### src/rtl/control_unit_multicycle.sv
// Multicycle control FSM: IDLE/DECODE/EXEC/MEM/WB/FAULT with MEM timeout.
// Ports: clk, rst_n, instr_valid/instr_ready, tipo/op/Inm, mem_ready,
//   datapath strobes, ImmSrc, ALUControl, fault, state.
//   CU_RETIRE_CNT_EN adds the 16-bit retired output.
module control_unit_multicycle #(
  parameter int ALU_CTRL_W  = 3,
  parameter int IMM_SRC_W   = 2,
  parameter int MEM_TIMEOUT = 15
) (
  input  logic                  clk,
  input  logic                  rst_n,
  input  logic                  instr_valid,
  output logic                  instr_ready,
  input  logic [1:0]            tipo,
  input  logic [1:0]            op,
  input  logic                  Inm,
  input  logic                  mem_ready,
  output logic                  PCWrite,
  output logic                  IRWrite,
  output logic                  RegWrite,
  output logic                  ALUSrc,
  output logic                  MemWrite,
  output logic                  MemRead,
  output logic                  ResultSrc,
  output logic                  Branch,
  output logic [IMM_SRC_W-1:0]  ImmSrc,
  output logic [ALU_CTRL_W-1:0] ALUControl,
  output logic                  fault,
  output logic [2:0]            state
`ifdef CU_RETIRE_CNT_EN
  ,
  output logic [15:0]           retired
`endif
);

  typedef enum logic [2:0] {
    S_IDLE   = 3'd0,
    S_DECODE = 3'd1,
    S_EXEC   = 3'd2,
    S_MEM    = 3'd3,
    S_WB     = 3'd4,
    S_FAULT  = 3'd5
  } state_t;

  localparam int CNT_W = $clog2(MEM_TIMEOUT + 1);
  localparam logic [CNT_W-1:0] CNT_LAST =
    CNT_W'(MEM_TIMEOUT - 1);

  state_t           state_q, state_d;
  logic [1:0]       tipo_q, tipo_d;
  logic [1:0]       op_q, op_d;
  logic             inm_q, inm_d;
  logic [CNT_W-1:0] cnt_q, cnt_d;

  logic is_arith, is_ldr, is_str;
  logic is_b, is_cmp, illegal;
  logic [ALU_CTRL_W-1:0] dec_alu;
  logic [IMM_SRC_W-1:0]  dec_imm;
  logic                  dec_src;

  // Instruction class from the latched fields.
  always_comb begin
    is_arith = 1'b0;
    is_ldr   = 1'b0;
    is_str   = 1'b0;
    is_b     = 1'b0;
    is_cmp   = 1'b0;
    illegal  = 1'b0;
    unique case (1'b1)
      (tipo_q == 2'b00):
        is_arith = 1'b1;
      (tipo_q == 2'b01 && op_q == 2'b01):
        is_ldr = 1'b1;
      (tipo_q == 2'b01 && op_q == 2'b10):
        is_str = 1'b1;
      (tipo_q == 2'b10 && op_q == 2'b00):
        is_b = 1'b1;
      (tipo_q == 2'b10 && op_q == 2'b10):
        is_cmp = 1'b1;
      default:
        illegal = 1'b1;
    endcase
  end

  always_comb begin
    dec_alu = '0;
    dec_imm = '0;
    dec_src = 1'b0;
    unique case (1'b1)
      is_arith: begin
        dec_alu = ALU_CTRL_W'(op_q);
        dec_src = inm_q;
      end
      (is_ldr || is_str): begin
        dec_src = 1'b1;
        dec_imm = IMM_SRC_W'(1);
      end
      is_b: begin
        dec_imm = IMM_SRC_W'(2);
      end
      is_cmp: begin
        dec_alu = ALU_CTRL_W'(1);
        dec_src = inm_q;
      end
      default: begin
        dec_alu = '0;
      end
    endcase
  end

  always_ff @(posedge clk or negedge rst_n) begin
    if (!rst_n) begin
      state_q <= S_IDLE;
      tipo_q  <= '0;
      op_q    <= '0;
      inm_q   <= 1'b0;
      cnt_q   <= '0;
    end else begin
      state_q <= state_d;
      tipo_q  <= tipo_d;
      op_q    <= op_d;
      inm_q   <= inm_d;
      cnt_q   <= cnt_d;
    end
  end

  always_comb begin
    state_d     = state_q;
    tipo_d      = tipo_q;
    op_d        = op_q;
    inm_d       = inm_q;
    cnt_d       = cnt_q;
    instr_ready = 1'b0;
    PCWrite     = 1'b0;
    IRWrite     = 1'b0;
    RegWrite    = 1'b0;
    ALUSrc      = 1'b0;
    MemWrite    = 1'b0;
    MemRead     = 1'b0;
    ResultSrc   = 1'b0;
    Branch      = 1'b0;
    ImmSrc      = '0;
    ALUControl  = '0;
    fault       = 1'b0;

    // Decoded operand controls stay valid for the whole instruction.
    if (state_q inside {S_DECODE, S_EXEC, S_MEM, S_WB}) begin
      ALUControl = dec_alu;
      ImmSrc     = dec_imm;
      ALUSrc     = dec_src;
    end

    case (state_q)
      S_IDLE: begin
        instr_ready = 1'b1;
        if (instr_valid) begin
          IRWrite = 1'b1;
          tipo_d  = tipo;
          op_d    = op;
          inm_d   = Inm;
          state_d = S_DECODE;
        end
      end
      S_DECODE: begin
        state_d = illegal ? S_FAULT : S_EXEC;
      end
      S_EXEC: begin
        if (is_arith) begin
          state_d = S_WB;
        end else if (is_ldr || is_str) begin
          cnt_d   = '0;
          state_d = S_MEM;
        end else if (is_b) begin
          Branch  = 1'b1;
          PCWrite = 1'b1;
          state_d = S_IDLE;
        end else if (is_cmp) begin
          PCWrite = 1'b1;
          state_d = S_IDLE;
        end else begin
          state_d = S_FAULT;
        end
      end
      S_MEM: begin
        MemRead  = is_ldr;
        MemWrite = is_str;
        // mem_ready on the last allowed cycle beats the timeout.
        if (mem_ready) begin
          if (is_ldr) begin
            state_d = S_WB;
          end else begin
            PCWrite = 1'b1;
            state_d = S_IDLE;
          end
        end else if (cnt_q == CNT_LAST) begin
          state_d = S_FAULT;
        end else begin
          cnt_d = cnt_q + 1'b1;
        end
      end
      S_WB: begin
        RegWrite  = 1'b1;
        PCWrite   = 1'b1;
        ResultSrc = is_ldr;
        state_d   = S_IDLE;
      end
      S_FAULT: begin
        fault = 1'b1;
      end
      default: begin
        state_d = S_FAULT;
      end
    endcase
  end

  assign state = state_q;

`ifdef CU_RETIRE_CNT_EN
  logic [15:0] ret_q, ret_d;

  always_comb begin
    ret_d = ret_q + 16'(PCWrite);
  end

  always_ff @(posedge clk or negedge rst_n) begin
    if (!rst_n) begin
      ret_q <= '0;
    end else begin
      ret_q <= ret_d;
    end
  end

  assign retired = ret_q;
`endif

endmodule

### config.mk
export PLATFORM = sky130hd
export DESIGN_NAME = control_unit_multicycle
export DESIGN_NICKNAME = d
export VERILOG_FILES = /design/src/rtl/control_unit_multicycle.sv
export SDC_FILE = /design/constraint.sdc
export NUM_CORES = 1
export LEC_CHECK = 0
export CORE_MARGIN = 4
export CORE_UTILIZATION = 40
export CTS_BUF_LIST = sky130_fd_sc_hd__clkbuf_2
export DETAILED_ROUTE_END_ITERATION = 10
export GPL_ROUTABILITY_DRIVEN = 0
export PLACE_DENSITY = 0.7
export SYNTH_ARGS = -nofsm -noshare
export SYNTH_HDL_FRONTEND = slang
export SYNTH_SLANG_ARGS = --single-unit
### constraint.sdc
create_clock -name clk -period 1.8 [get_ports clk]
set_input_delay 0.18 -clock clk [delete_from_list [all_inputs] [get_ports clk]]
set_output_delay 0.18 -clock clk [all_outputs]
set_load 0.05 [all_outputs]
== Yosys cells after proc, flatten, opt, wreduce, memory -nomap -nowiden ==
Index checks and enable logic that the tools add are counted.

* Output and inout bits: 18
* Word-level logic and storage cells: 83
* Input bits: 9
* Bits in registers: 12

* Mux-type cells: 45
* Equal/unequal tests: 16
* Add/sub/neg operators: 1
* Bitwise logic cells: 1
* Reductions and logical operators: 15

{| class="wikitable"
|+ Operators with widths
! operator !! count
|-
| 3-bit 2-to-1 mux || 10
|-
| 1-bit 2-to-1 mux || 24
|-
| 3-bit one-hot mux with 6 select lines || 1
|-
| 4-bit 2-to-1 mux || 4
|-
| 2-bit != test, second input constant || 5
|-
| 2-bit one-hot mux with 2 select lines || 2
|-
| 4-bit one-hot mux with 2 select lines || 1
|-
| 3-bit by 2-bit == test with 1-bit output, second input constant || 2
|-
| 3-bit == test, second input constant || 2
|-
| 5-bit AND reduction || 1
|-
| 5-bit OR reduction || 1
|-
| 4-bit by 1-bit adder with 4-bit output, second input constant || 1
|-
| 2-bit by 1-bit == test with 1-bit output, second input constant || 2
|-
| 2-bit == test, second input constant || 2
|-
| 4-bit == test, second input constant || 1
|-
| 1-bit logical AND || 4
|-
| 2-bit logical NOT || 2
|-
| 4-bit nonzero test || 1
|-
| 3-bit by 1-bit == test with 1-bit output, second input constant || 1
|-
| 3-bit logical NOT || 1
|-
| 3-bit by 2-bit != test with 1-bit output, second input constant || 1
|-
| 1-bit one-hot mux with 3 select lines || 1
|-
| 3-bit AND reduction || 1
|-
| 2-bit 2-to-1 mux || 1
|-
| 6 further kinds || 6
|}

== Depth between registers and ports, before layout ==
* Depth after elaboration: 8
* Gate-level depth with buffers: 7
* Mapped depth without buffers: 6

== Worst setup path before layout ==
Ideal clock, no wire load.

* Kind: reg2out
* From: register state_q[1] (netlist: state[1])
* To: output port ImmSrc[1]
* Arrival: 2952 ps
* Cell stages (with the launch flop): 6
* Data required time: 1620 ps
* Setup slack: -1332 ps
* Path buffers: 1
* Cell sequence: dfrtp_1 buf_4 nor2_1 xor2_1 nand2b_1 nor4b_1

* Word-level cells in the longest chain between the ends: 3
* Elaborated cells between the ends (all ways): 6
* Those cells by class: 4 x eq/ne; 1 x mux; 1 x reduce/logical

{| class="wikitable"
|+ RTL lines
! what !! RTL line !! RTL
|-
| from (decl) || 49 || <nowiki>state_t state_q, state_d;</nowiki>
|-
| from (signal assigned) || 119 || <nowiki>state_q <= state_d;</nowiki>
|-
| 3-bit by 1-bit == test with 1-bit output (tied with other cells) || 147 || <nowiki>if (state_q inside {S_DECODE, S_EXEC, S_MEM, S_WB}) begin</nowiki>
|-
| 4-bit nonzero test * || 147 ||
|-
| 2-bit 2-to-1 mux * || 147 ||
|-
| to (decl) || 26 || <nowiki>output logic [IMM_SRC_W-1:0] ImmSrc,</nowiki>
|}

Mark *: on every way between the ends. The rest lies on a longest branch, timed or not.

== Worst setup path in the final report ==
Same ends and word-level chain as after synthesis.

==> reports/results.md <==
Status
* **run status** finished with violations
* **violations in the final reports** setup timing

Worst setup path
* **largest fanout of any net on the critical path** 3
* **worst reg2reg setup slack** 0.04 ns
* **type of element capturing the critical path** primary output
* **worst stage delay on the critical path** 0.53 ns
* **critical path's slowest cell** dfrtp_4
* **endpoint of the lowest-slack register-to-register path** state[0]
* **worst r2r src** op_q[1]
* **data arrival time of the critical path** 1.67 ns
* **CP Buf/Inv Count** 1
* **Register-to-Register Path Depth** 5
* **crit path launch type** flop
* **critical setup path kind** flop to primary output
* **CP delay by family, top** simple AND/OR/NAND/NOR gates
* **cells along the critical path** nor2_4, xor2_4, nand2b_4, nor4b_4, buf_12
* **worst path required time** 1.62 ns

Yosys
* **Cell Area, Synth** 954.7 um2
* **synthesis-stage register bit count** 12
* **Main synth FF type** dfrtp_1
* **area share of the leading cell type in the synthesized netlist** 31.45%
* **top cells by area in the synthesized netlist** dfrtp_1, a2111oi_4, nor2_1
* **number of warning messages in the yosys log** 0
* **dominant cell by count in the synthesized netlist** nor2_1
* **share of the yosys chip area belonging to registers** 31.45%
* **Synth Instances** 106
* **ys async rst share** 100.0%
* **number of library cell types mapped by synthesis** 40
* **mean instance size in the synthesized netlist** 9.006 um2
* **number of enable-type register cells in the synthesized netlist** 0
* **Post-Synthesis Net Count** 117
* **library cell occupying the most area in the post-synthesis netlist** dfrtp_1
* **commonest cells in the netlist** nor2_1, dfrtp_1, nor3_1, a21oi_1, nand2_1

GRT
* **initial antenna violation count** 0
* **first-pass GRT wire length** 4698 um
* **via count of the first global-routing pass** 991
* **grt total ovfl** 0
* **maximum number of pins on one net before global-route repair** 13
* **Tot GR Track Use** 18.63%

Die
* **area of the core** 0.002233 mm2
* **die area** 0.003232 mm2
* **DIE HEIGHT** 56.86 um
* **die width** 56.86 um
* **starting density of the core** 42.75%
* **I/O pin total** 27
* **num rows** 17

Clocking
* **master cell of the clock root buffer** clkbuf_2
* **clock edge transition at the registers on the reported setup and hold paths** 0.13 ns
* **hold-fix buffers at CTS** 0
* **level count of the clock H-tree** 1
* **clock tree from TritonCTS** yes
* **total CTS buffers** 3
* **# clock sinks** 12
* **Bufs on Longest Clock Path** 2
* **clk_lat worst skew** 0.28 ns

Route
* **number of DRC violations after detailed-routing iteration 0** 18
* **Via Count** 988
* **via density per instance** 5.459
* **DRC errors left** 0
* **final antenna-violating net count** 0
* **detailed-router iteration count before antenna repair** 4
* **WL per Instance** 16.89 um
* **post-detailed-routing wire length** 3057 um

Cells and area
* **Area growth, synth to finish** 85.85%
* **number of cells in the finished layout apart from fillers** 181
* **total number of nets in the final design** 165
* **layout cells sized above 1** 56.86%
* **total inserted antenna cells** 0
* **fraction of the core area covered by cells at the end of the flow** 79.44%

Hold path
* **worst min path class** input port to asynchronous set/reset pin

STA
* **Final setup violation count** 4
* **slew margin rel.** 64.15%
* **fmax** 540.2 MHz
* **skew final** 0.009129 ns
* **Final Worst Setup Slack** -0.05130 ns
* **count of final max-slew check failures** 0
* **Period minus WS final** 1.851 ns
* **fin crit share** 102.8%
* **transition time of the tightest slew-check pin** 0.5360 ns
* **final hold slack** 0.2277 ns
* **setup repair after global routing missed its margin** true
* **Fin. Hold Viols** 0

Power and ir drop
* **Total Power Consumption** 1.567 mW
* **Power per Cell Area** 883.2 mW/mm2
* **Pleak** 0.6854 nW
* **Max VDD drop** 0.6586 mV

Place
* **number of instances in the placed design** 159
* **# port buffers** 25
* **post-DP HPWL** 2029 um
* **pre-CTS setup slack** 0.09164 ns

Flow run
* **max-cap viol count** 0

==> repair_timing <==
item / CTS / global route
pin swaps: 5 / 6
setup endpoints to repair: 7 / 12
endpoints found under the hold margin: 0 / 0
resized for setup: 15 / 8
setup buffers: 11 / 7
==> layer usage <==
metal  vias up  GRT usage, %  wire length [um]
li1        470             -                 -
met1       489         22.08              1263
met2        24         33.83              1660
met3         5         2.299                99
met4         0         6.954                34
met5         -             0                 0
==> cell type report <==
class	instances	area [um2]
tap	28	35.03
timing repair buffer	53	616.8
clock inverter	1	3.754
clock buffer	3	15.01
multi-input combinational	80	779.5
inverter	4	15.01
fill	143	459.2
sequential	12	309.0
==> worst max-delay path by stage <==
stage	start	endpoint	slack [ns]	cells past startpoint
after floorplan	state[1]	Branch	-0.18	3
after global placement	state[1]	ImmSrc[1]	0.13	5
after detailed placement	state[1]	ImmSrc[1]	0.09	5
after CTS	state[1]	ImmSrc[1]	-0.07	5
after global routing	state[1]	ImmSrc[1]	-0.11	5
final	state[1]	ImmSrc[1]	-0.05	5
==> sequential cells by signal, indices dropped and copies added (netlist names) <==
name    count
op_q        2
tipo_q      2
state       3
cnt_q       4
inm_q       1
==> cell usage in the layout, fill, tap and decap left out, types with 2 or more instances in the layout <==
master,count
buf_12,15
dfrtp_1,7
or3b_4,2
a2111oi_4,2
clkdlybuf4s50_1,8
nor2_4,5
clkbuf_2,3
ha_1,2
buf_6,3
nor4b_4,2
nand2b_4,3
o21ai_2,2
nand2b_1,2
nor3_4,3
buf_4,27
nor3_1,5
nand2_1,5
nor4_1,2
o2bb2ai_1,2
nor2_1,8
dfrtp_2,4
mux2_4,4
a21oi_1,5
nor3_2,3
inv_1,3
o21ai_0,2
==> cells by family after synthesis <==
group | synth area share (%)
compound gates | 16.78
mux | 5.766
other cells | 0.3928
simple gates | 31.59
fa+ha+maj | 2.621
xor+xnor | 2.753
buf+inv | 8.649
flops | 31.45
==> stage by stage <==
stage	setup TNS (ns)	area (um2)
2_1_floorplan	-0.8565	1090
3_3_place_gp	0	1496
3_5_place_dp	0	1496
4_1_cts	-0.1793	1677
5_1_grt	-0.6354	1774
6_report	-0.1568	1774
==> report_power, final <==
group / switching, mW / internal, mW / total [mW] / leakage, nW
clock network: 0.0987 / 0.0482 / 0.147 / 0.0140
registers: 0.112 / 0.346 / 0.457 / 0.140
logic: 0.516 / 0.447 / 0.963 / 0.531
total: 0.726 / 0.841 / 1.57 / 0.685
Power figures use the tool's default switching activity.
